[src/rtl/uart_mult_ctrl.sv]
// uart_mult_ctrl: collects two operand bytes from the UART receiver, multiplies them
//   with an 8-cycle shift-add datapath and returns the 16-bit product MSB first.
// Latency: B byte event to result/result_valid/uart_tx_start is 9 cycles.
// Backpressure: each byte is held on uart_tx_start until uart_tx_ready is seen low, then
//   the block waits for ready high. Bytes arriving while busy are dropped (rx_overrun).
//
// Ports:
//   clk_int            system clock
//   uart_reset         asynchronous active-low reset
//   uart_received_data byte from the receiver, taken on a rising edge of uart_rx_valid
//   uart_rx_valid      receive strobe (level; only its rising edge counts)
//   uart_tx_ready      transmitter idle (1) / busy (0)
//   uart_transmit_data registered byte presented to the transmitter
//   uart_tx_start      transmit request
//   result             last product, held until the next one
//   result_valid       one-cycle pulse when result updates
//   busy               high in MULT and all TX states
//   rx_timeout         one-cycle pulse when a pending operand A is discarded
//   rx_overrun         one-cycle pulse when a byte is dropped because the block is busy

module uart_mult_ctrl #(
  parameter int unsigned RX_TIMEOUT = 100000
) (
  input  logic        clk_int,
  input  logic        uart_reset,
  input  logic [7:0]  uart_received_data,
  input  logic        uart_rx_valid,
  input  logic        uart_tx_ready,
  output logic [7:0]  uart_transmit_data,
  output logic        uart_tx_start,
  output logic [15:0] result,
  output logic        result_valid,
  output logic        busy,
  output logic        rx_timeout,
  output logic        rx_overrun
);

  typedef enum logic [2:0] {
    ST_IDLE,
    ST_WAIT_B,
    ST_MULT,
    ST_TX_HI_REQ,
    ST_TX_HI_WAIT,
    ST_TX_LO_REQ,
    ST_TX_LO_WAIT
  } state_t;

  // Shift-add datapath: multiplicand shifts left, multiplier shifts right,
  // the accumulator picks up the multiplicand whenever the multiplier LSB is set.
  typedef struct packed {
    logic [15:0] mcand;
    logic [7:0]  mplier;
    logic [15:0] acc;
    logic [2:0]  iter;
  } mult_t;

  // Counter compare value; the legal RX_TIMEOUT range fits in 24 bits.
  localparam logic [23:0] TO_LAST = 24'(RX_TIMEOUT - 1);

  state_t      state;
  state_t      state_nxt;
  mult_t       mult;
  logic [7:0]  opa;
  logic [23:0] to_cnt;

  logic        rx_vld_q;
  logic        rx_ev;
  logic        to_hit;
  logic        in_busy;
  logic        mult_last;
  logic [15:0] acc_nxt;

  // Next values of the registered outputs.
  logic [7:0]  tx_dat_nxt;
  logic        tx_start_nxt;
  logic [15:0] result_nxt;
  logic        result_valid_nxt;
  logic        busy_nxt;
  logic        rx_overrun_nxt;

  // ------------------------------------------------------------------
  // Receive strobe edge detect: a level held high yields a single event.
  // ------------------------------------------------------------------
  always_ff @(posedge clk_int or negedge uart_reset) begin
    if (!uart_reset) begin
      rx_vld_q <= 1'b0;
    end else begin
      rx_vld_q <= uart_rx_valid;
    end
  end

  assign rx_ev     = uart_rx_valid & ~rx_vld_q;
  assign in_busy   = (state != ST_IDLE) && (state != ST_WAIT_B);
  assign to_hit    = (to_cnt == TO_LAST);
  assign mult_last = (state == ST_MULT) && (mult.iter == 3'd7);
  assign acc_nxt   = mult.acc + (mult.mplier[0] ? mult.mcand : 16'h0000);

  // ------------------------------------------------------------------
  // FSM: state register
  // ------------------------------------------------------------------
  always_ff @(posedge clk_int or negedge uart_reset) begin
    if (!uart_reset) begin
      state <= ST_IDLE;
    end else begin
      state <= state_nxt;
    end
  end

  // ------------------------------------------------------------------
  // FSM: next-state logic
  // ------------------------------------------------------------------
  always_comb begin
    state_nxt = state;
    case (state)
      ST_IDLE:       if (rx_ev) state_nxt = ST_WAIT_B;
      // A byte arriving on the timeout cycle takes priority over the timeout.
      ST_WAIT_B: begin
        if (rx_ev) begin
          state_nxt = ST_MULT;
        end else if (to_hit) begin
          state_nxt = ST_IDLE;
        end
      end
      ST_MULT:       if (mult.iter == 3'd7) state_nxt = ST_TX_HI_REQ;
      ST_TX_HI_REQ:  if (!uart_tx_ready) state_nxt = ST_TX_HI_WAIT;
      ST_TX_HI_WAIT: if (uart_tx_ready) state_nxt = ST_TX_LO_REQ;
      ST_TX_LO_REQ:  if (!uart_tx_ready) state_nxt = ST_TX_LO_WAIT;
      ST_TX_LO_WAIT: if (uart_tx_ready) state_nxt = ST_IDLE;
      default:       state_nxt = ST_IDLE;
    endcase
  end

  // ------------------------------------------------------------------
  // FSM: output logic. Most outputs are registered from the next state so
  // they line up with the state they describe; rx_timeout is decoded directly
  // so it appears on the cycle the counter reaches its limit.
  // ------------------------------------------------------------------
  always_comb begin
    rx_timeout       = 1'b0;
    tx_dat_nxt       = uart_transmit_data;
    result_nxt       = result;
    result_valid_nxt = 1'b0;
    tx_start_nxt     = (state_nxt == ST_TX_HI_REQ) || (state_nxt == ST_TX_LO_REQ);
    busy_nxt         = (state_nxt != ST_IDLE) && (state_nxt != ST_WAIT_B);
    rx_overrun_nxt   = rx_ev && in_busy;

    if ((state == ST_WAIT_B) && !rx_ev && to_hit) begin
      rx_timeout = 1'b1;
    end

    // Final iteration: product goes straight to result and the high byte.
    if (mult_last) begin
      result_nxt       = acc_nxt;
      result_valid_nxt = 1'b1;
      tx_dat_nxt       = acc_nxt[15:8];
    end

    if ((state == ST_TX_HI_WAIT) && uart_tx_ready) begin
      tx_dat_nxt = result[7:0];
    end
  end

  always_ff @(posedge clk_int or negedge uart_reset) begin
    if (!uart_reset) begin
      uart_transmit_data <= 8'h00;
      uart_tx_start      <= 1'b0;
      result             <= 16'h0000;
      result_valid       <= 1'b0;
      busy               <= 1'b0;
      rx_overrun         <= 1'b0;
    end else begin
      uart_transmit_data <= tx_dat_nxt;
      uart_tx_start      <= tx_start_nxt;
      result             <= result_nxt;
      result_valid       <= result_valid_nxt;
      busy               <= busy_nxt;
      rx_overrun         <= rx_overrun_nxt;
    end
  end

  // ------------------------------------------------------------------
  // Operand capture, timeout counter and multiplier datapath.
  // ------------------------------------------------------------------
  always_ff @(posedge clk_int or negedge uart_reset) begin
    if (!uart_reset) begin
      opa    <= 8'h00;
      to_cnt <= 24'd0;
      mult   <= '0;
    end else begin
      case (state)
        ST_IDLE: begin
          if (rx_ev) begin
            opa    <= uart_received_data;
            to_cnt <= 24'd0;
          end
        end
        ST_WAIT_B: begin
          if (rx_ev) begin
            mult <= '{mcand:  {8'h00, opa},
                      mplier: uart_received_data,
                      acc:    16'h0000,
                      iter:   3'd0};
          end else begin
            to_cnt <= to_cnt + 24'd1;
          end
        end
        ST_MULT: begin
          mult <= '{mcand:  {mult.mcand[14:0], 1'b0},
                    mplier: {1'b0, mult.mplier[7:1]},
                    acc:    acc_nxt,
                    iter:   mult.iter + 3'd1};
        end
        default: begin
        end
      endcase
    end
  end

endmodule

[config.mk]
export PLATFORM = sky130hd
export DESIGN_NAME = uart_mult_ctrl
export DESIGN_NICKNAME = d
export VERILOG_FILES = /design/src/rtl/uart_mult_ctrl.sv
export SDC_FILE = /design/constraint.sdc
export NUM_CORES = 1
export LEC_CHECK = 0
export BUFFER_PORTS_ARGS = -buffer_cell sky130_fd_sc_hd__buf_2
export CAP_MARGIN = 20
export CORE_ASPECT_RATIO = 2
export CORE_MARGIN = 5
export CORE_UTILIZATION = 60
export CTS_BUF_LIST = sky130_fd_sc_hd__clkbuf_8
export DETAILED_ROUTE_END_ITERATION = 6
export PLACE_DENSITY = 0.86
export SYNTH_ARGS = -nofsm -noshare
export SYNTH_HDL_FRONTEND = slang
export SYNTH_SLANG_ARGS = --single-unit
export TNS_END_PERCENT = 1
[constraint.sdc]
create_clock -name clk_int -period 2.84 [get_ports clk_int]
set_input_delay 0.142 -clock clk_int [delete_from_list [all_inputs] [get_ports clk_int]]
set_output_delay 0.142 -clock clk_int [all_outputs]
set_load 0.02 [all_outputs]
* Yosys cells after proc, flatten, opt, wreduce, memory -nomap -nowiden
Index checks and enable logic that the tools add are counted.
** Word-level totals
- Word-level logic and storage cells :: 71
- Flip-flop bits (word level) :: 107
** Operators by class
- Bitwise logic cells :: 2
- Reductions and logical operators :: 18
- Mux-type cells :: 19
- Equality and inequality tests :: 15
- Add/subtract/negate cells :: 3
** Operators by type and width (number)
- $pmux W43 S2 :: 1
- $mux W24 :: 2
- $pmux W24 S2 :: 1
- $mux W43 :: 1
- $add A24 B1 Y24 const B :: 1
- $eq A24 B17 Y1 const B :: 1
- $mux W3 :: 8
- $pmux W3 S7 :: 1
- $add A16 B16 Y16 :: 1
- $mux W16 :: 1
- $mux W8 :: 2
- $eq A3 B3 Y1 const B :: 5
- $eq A3 B2 Y1 const B :: 3
- $logic_and A1 B1 Y1 :: 7
- $ne A2 B2 Y1 const B :: 3
- $ne A3 B1 Y1 const B :: 2
- $reduce_bool A2 Y1 :: 3
- $reduce_bool A3 Y1 :: 2
- $reduce_and A2 Y1 :: 2
- $add A3 B1 Y3 const B :: 1
- $eq A3 B1 Y1 const B :: 1
- $logic_not A3 Y1 :: 1
- $reduce_and A3 Y1 :: 1
- $mux W1 :: 2
- 4 further kinds :: 4

* Depth between registers and ports, before layout
- Word-level depth :: 6
- Gate-level depth with buffers :: 12
- Gate-level depth less buffers :: 11

* Worst setup path after synthesis
Ideal clock, no wire load.
- Path kind :: flip-flop to flip-flop
- Start point :: register mult[19] in the netlist's numbering
- End point :: register uart_transmit_data[2]
- Data required time :: 2714 ps
- Cell stages (with the launch flop) :: 13
- Path buffers :: 1
- Setup time :: 126 ps
- Data arrival time :: 2388 ps
- Slack :: 326 ps
- Cells stage by stage :: dfrtp_1 -> clkbuf_1 -> and2_1 -> ha_1 -> inv_1 -> fa_1 -> nor2b_1 -> o211ai_1 -> a31oi_2 -> a31oi_1 -> xor2_1 -> nor2_1 -> a221o_1
** On the way
- Longest elaborated chain between the ends :: 4
** RTL lines
- start: declaration :: line 62 : mult_t mult;
- start signal: assignment :: line 199 : mult <= '{mcand: {8'h00, opa},
- start signal: assignment :: line 208 : mult <= '{mcand: {mult.mcand[14:0], 1'b0},
- $mux W16 :: line 96 : assign acc_nxt = mult.acc + (mult.mplier[0] ? mult.mcand : 16'h0000);
- $add A16 B16 Y16 :: line 96
- $mux W8 :: line 152 : if (mult_last) begin
- $mux W8 :: line 158 : if ((state == ST_TX_HI_WAIT) && uart_tx_ready) begin
- end signal: assignment :: line 172 : uart_transmit_data <= tx_dat_nxt;
- end: declaration :: line 29 : output logic [7:0] uart_transmit_data,
No other way between the ends. The select of a mux whose other input is x is not followed.
A chain may end at the register's enable or synchronous reset.

* Worst setup path after layout
- Start point :: register mult[19] in the netlist's numbering
- End point :: register uart_transmit_data[3]
Same word-level chain as after synthesis.

==> impl_metrics.yaml <==
die:
  coreArea_mm2: 0.00859
  io_pins: 41
  die_x_um: 76.1
  start_util: 0.611
  rows: 48
  die-height_um: 142
  die-area_mm2: 0.0108
final_layout:
  fill_cells: 677
  layout.area.seq_mm2: 0.00268
  diodes: 0
  fin_nets: 596
  areaGrowthSynthToFinish_pct: 9.88
  layout-drive-gt1-share: 0.153
  multi_input_area_mm2: 0.00240
drt:
  drt_iter0_drc: 228
  vias: 4019
  routed_wirelength_um: 11200
  ant_nets: 0
  drc: 0
  drtPass1Iterations: 4
  post_drt_via_cell_ratio: 6.00
  post_drt_wl_per_cell_um: 16.8
timing:
  hold_viol: 0
  tightest_slew_ns: 0.779
  fin_skew_ns: 0.00801
  layout_setup_ws_ns: 0.301
  period_share: 0.894
  min_period_ns: 2.54
  drv_slew: 0
  relSlewSlack: 0.479
  fmax_mhz: 394
  rsz0062_at_grt: "false"
  setup_tns_ns: 0
  finalSetupViolations: 0
  hold_slack_ns: 0.0174
power:
  ir_worst_vdd_mv: 0.485
  net-switching-power_uw: 2550
  p_leak_uw: 0.00283
  swShare: 0.424
  p_clk_frac: 0.138
  seqPwrFrac: 0.408
  powerDensity_mw_per_mm2: 1050
  pwr-share-comb: 0.453
  power.internal_uw: 3470
synth:
  async_flop_share: 1.00
  synth_edf_count: 0
  yosysSeqAreaShare: 0.511
  synth_cells: 527
  syn-cell-area_mm2: 0.00524
  synth_fp_nets: 558
  ys_top_cells_by_area: "dfrtp_1 51%, xor2_1 4.3%, ha_1 4.3%"
  synth_seq_cells: 107
  netlist.area_leader.share: 0.511
  syn_avg_cell_area_um2: 9.95
  synth.distinct_cells: 54
  yosys.area.top_type: "dfrtp_1"
  ys_warn_count: 0
  synth_flop_cell: "dfrtp_1"
  synth_most_common_cell: "dfrtp_1"
  synth_common_cells: "107 x dfrtp_1, 60 x nand2_1, 59 x nor2_1, 42 x o21ai_0"
worst_setup_path:
  end_kind: "flip-flop"
  cp_max_fo: 16
  cp_cell_sequence: "buf_4 -> and2_1 -> ha_1 -> a21oi_2 -> nand2_1 -> o211ai_2 -> o21ai_0 -> xnor2_1 -> nor2_1 -> a221o_1"
  rr_worst_depth: 10
  r2r-end: "uart_transmit_data[3]$_DFFE_PN0P_"
  cp_slowest_stage_delay_ns: 0.39
  crit_path_top_delay_cell: "dfrtp_1"
  required_ns: 3.11
  critical_path_arrival_ns: 2.80
  crit_type: "flip-flop to flip-flop"
  cp-start-kind: "flip-flop"
  reg2reg_slack_ns: 0.30
  r2r_start: "mult[19]$_DFFE_PN0P_"
clocking:
  post_cts_buffers: 0
  clk_path_buf_depth: 2
  numCtsBuffers: 9
  path_clk_slew_ns: 0.09
  htreeDepth: 3
  cts_tree: "done"
  cts.sinks: 107
  root_buffer: "clkbuf_8"
  clk_latency_ns: 0.38
hold_path:
  hold_depth: 2
  holdCritStartpoint: "uart_received_data[4]"
  whs_endpoint: "opa[4]$_DFFE_PN0P_"
  hold_path_class: "primary input to flip-flop"
global_route:
  grt_overflow_total: 0
  grt_max_degree: 72
  grt_pass1_vias: 4130
  grt_first_pass_wirelength_um: 19300
  antenna_found_initial: 0
  grt_use_total: 0.217
status:
  outcome: "complete, no violations"
run:
  drv_cap: 0
place:
  place_hpwl_um: 8270
  port_buffers: 40
  dp_slack_ns: 0.327
  gp_congestion: 0.940
-- logic make-up after synthesis --
group | synth area share
multiplexers | 0.0210
AO/OA/AOI/OAI | 0.147
flip-flops | 0.511
adder cells (fa/ha/maj) | 0.0468
AND/OR/NAND/NOR | 0.182
XOR/XNOR | 0.0582
buffers and inverters | 0.0341
-- layout make-up --
class | instances | share of cell area
Sequential cell | 107 | 0.465
Multi-Input combinational cell | 381 | 0.416
Timing Repair Buffer | 56 | 0.0612
Clock buffer | 10 | 0.0239
Tap cell | 100 | 0.0217
Inverter | 10 | 0.00651
Clock inverter | 6 | 0.00608
-- cells in the final DEF, fill, tap and decap left out, drive strengths merged, types with 2 or more instances in the layout --
| master | n |
|---|---|
| a21o | 9 |
| a21oi | 14 |
| a221o | 4 |
| a22o | 15 |
| a22oi | 3 |
| a31oi | 4 |
| and2 | 15 |
| and3 | 7 |
| buf | 49 |
| clkbuf | 10 |
| clkinvlp | 2 |
| dfrtp | 107 |
| dlygate4sd3 | 7 |
| ha | 18 |
| inv | 13 |
| mux2 | 8 |
| mux2i | 2 |
| nand2 | 60 |
| nand2b | 2 |
| nand3 | 26 |
| nand4 | 5 |
| nor2 | 62 |
| nor2b | 6 |
| nor3 | 4 |
| nor4 | 4 |
| o211ai | 3 |
| o21ai | 45 |
| o22ai | 17 |
| or3 | 2 |
| xnor2 | 8 |
| xor2 | 26 |
-- critical path, delay by kind of cell, from the launching register on --
kind,cells,cell delay (ns)
AO/OA/AOI/OAI,4,0.92
flip-flops,1,0.39
buffers and inverters,1,0.18
adder cells (fa/ha/maj),1,0.35
XOR/XNOR,1,0.25
AND/OR/NAND/NOR,3,0.34
-- through the flow --
stage	instances	total power [uW]	util	cell area [um^2]
after floorplan	527	4430	-	5240
after global placement	647	5070	0.643	5520
after detailed placement	647	5200	0.643	5520
after CTS	668	6040	0.669	5740
after global routing	670	6470	0.671	5760
final	670	6020	0.671	5760
-- power by group through the flow --
stage	clock (uW)	sequential, uW	combinational (uW)
2_1_floorplan	0	2490	1940
4_1_cts	849	2460	2740
6_report	834	2460	2730
3_3_place_gp	0	2460	2610
3_5_place_dp	0	2480	2720
5_1_grt	910	2530	3030
-- per-layer routing --
layer | wire length (um) | GRT usage | share of wire
met4 | 341 | 0.0903 | 0.030
met3 | 410 | 0.0507 | 0.036
met5 | 0 | 0 | 0
met1 | 4200 | 0.231 | 0.37
met2 | 6290 | 0.405 | 0.56
-- worst max path at each step --
| stage | from | to | slack, ns |
|---|---|---|---|
| 2_1_floorplan | mult[19]$_DFFE_PN0P_ | uart_transmit_data[2]$_DFFE_PN0P_ | 0.33 |
| 3_3_place_gp | mult[19]$_DFFE_PN0P_ | uart_transmit_data[3]$_DFFE_PN0P_ | 0.39 |
| 3_5_place_dp | mult[19]$_DFFE_PN0P_ | uart_transmit_data[3]$_DFFE_PN0P_ | 0.33 |
| 4_1_cts | mult[19]$_DFFE_PN0P_ | uart_transmit_data[3]$_DFFE_PN0P_ | 0.31 |
| 5_1_grt | mult[19]$_DFFE_PN0P_ | uart_transmit_data[3]$_DFFE_PN0P_ | 0.09 |
| 6_report | mult[19]$_DFFE_PN0P_ | uart_transmit_data[3]$_DFFE_PN0P_ | 0.30 |
-- registers in the layout (all words and copies together) (netlist names) --
| signal | flops |
|---|---|
| busy | 1 |
| mult | 43 |
| opa | 8 |
| result | 16 |
| result_valid | 1 |
| rx_overrun | 1 |
| rx_vld_q | 1 |
| state | 3 |
| to_cnt | 24 |
| uart_transmit_data | 8 |
| uart_tx_start | 1 |
-- what timing repair did --
| action | in CTS | in global routing |
|---|---|---|
| hold endpoints to repair | 40 | 2 |
| gates resized for setup | 0 | 0 |
| hold buffers | 5 | 2 |
No activity file was read; power rests on OpenSTA's default activity.
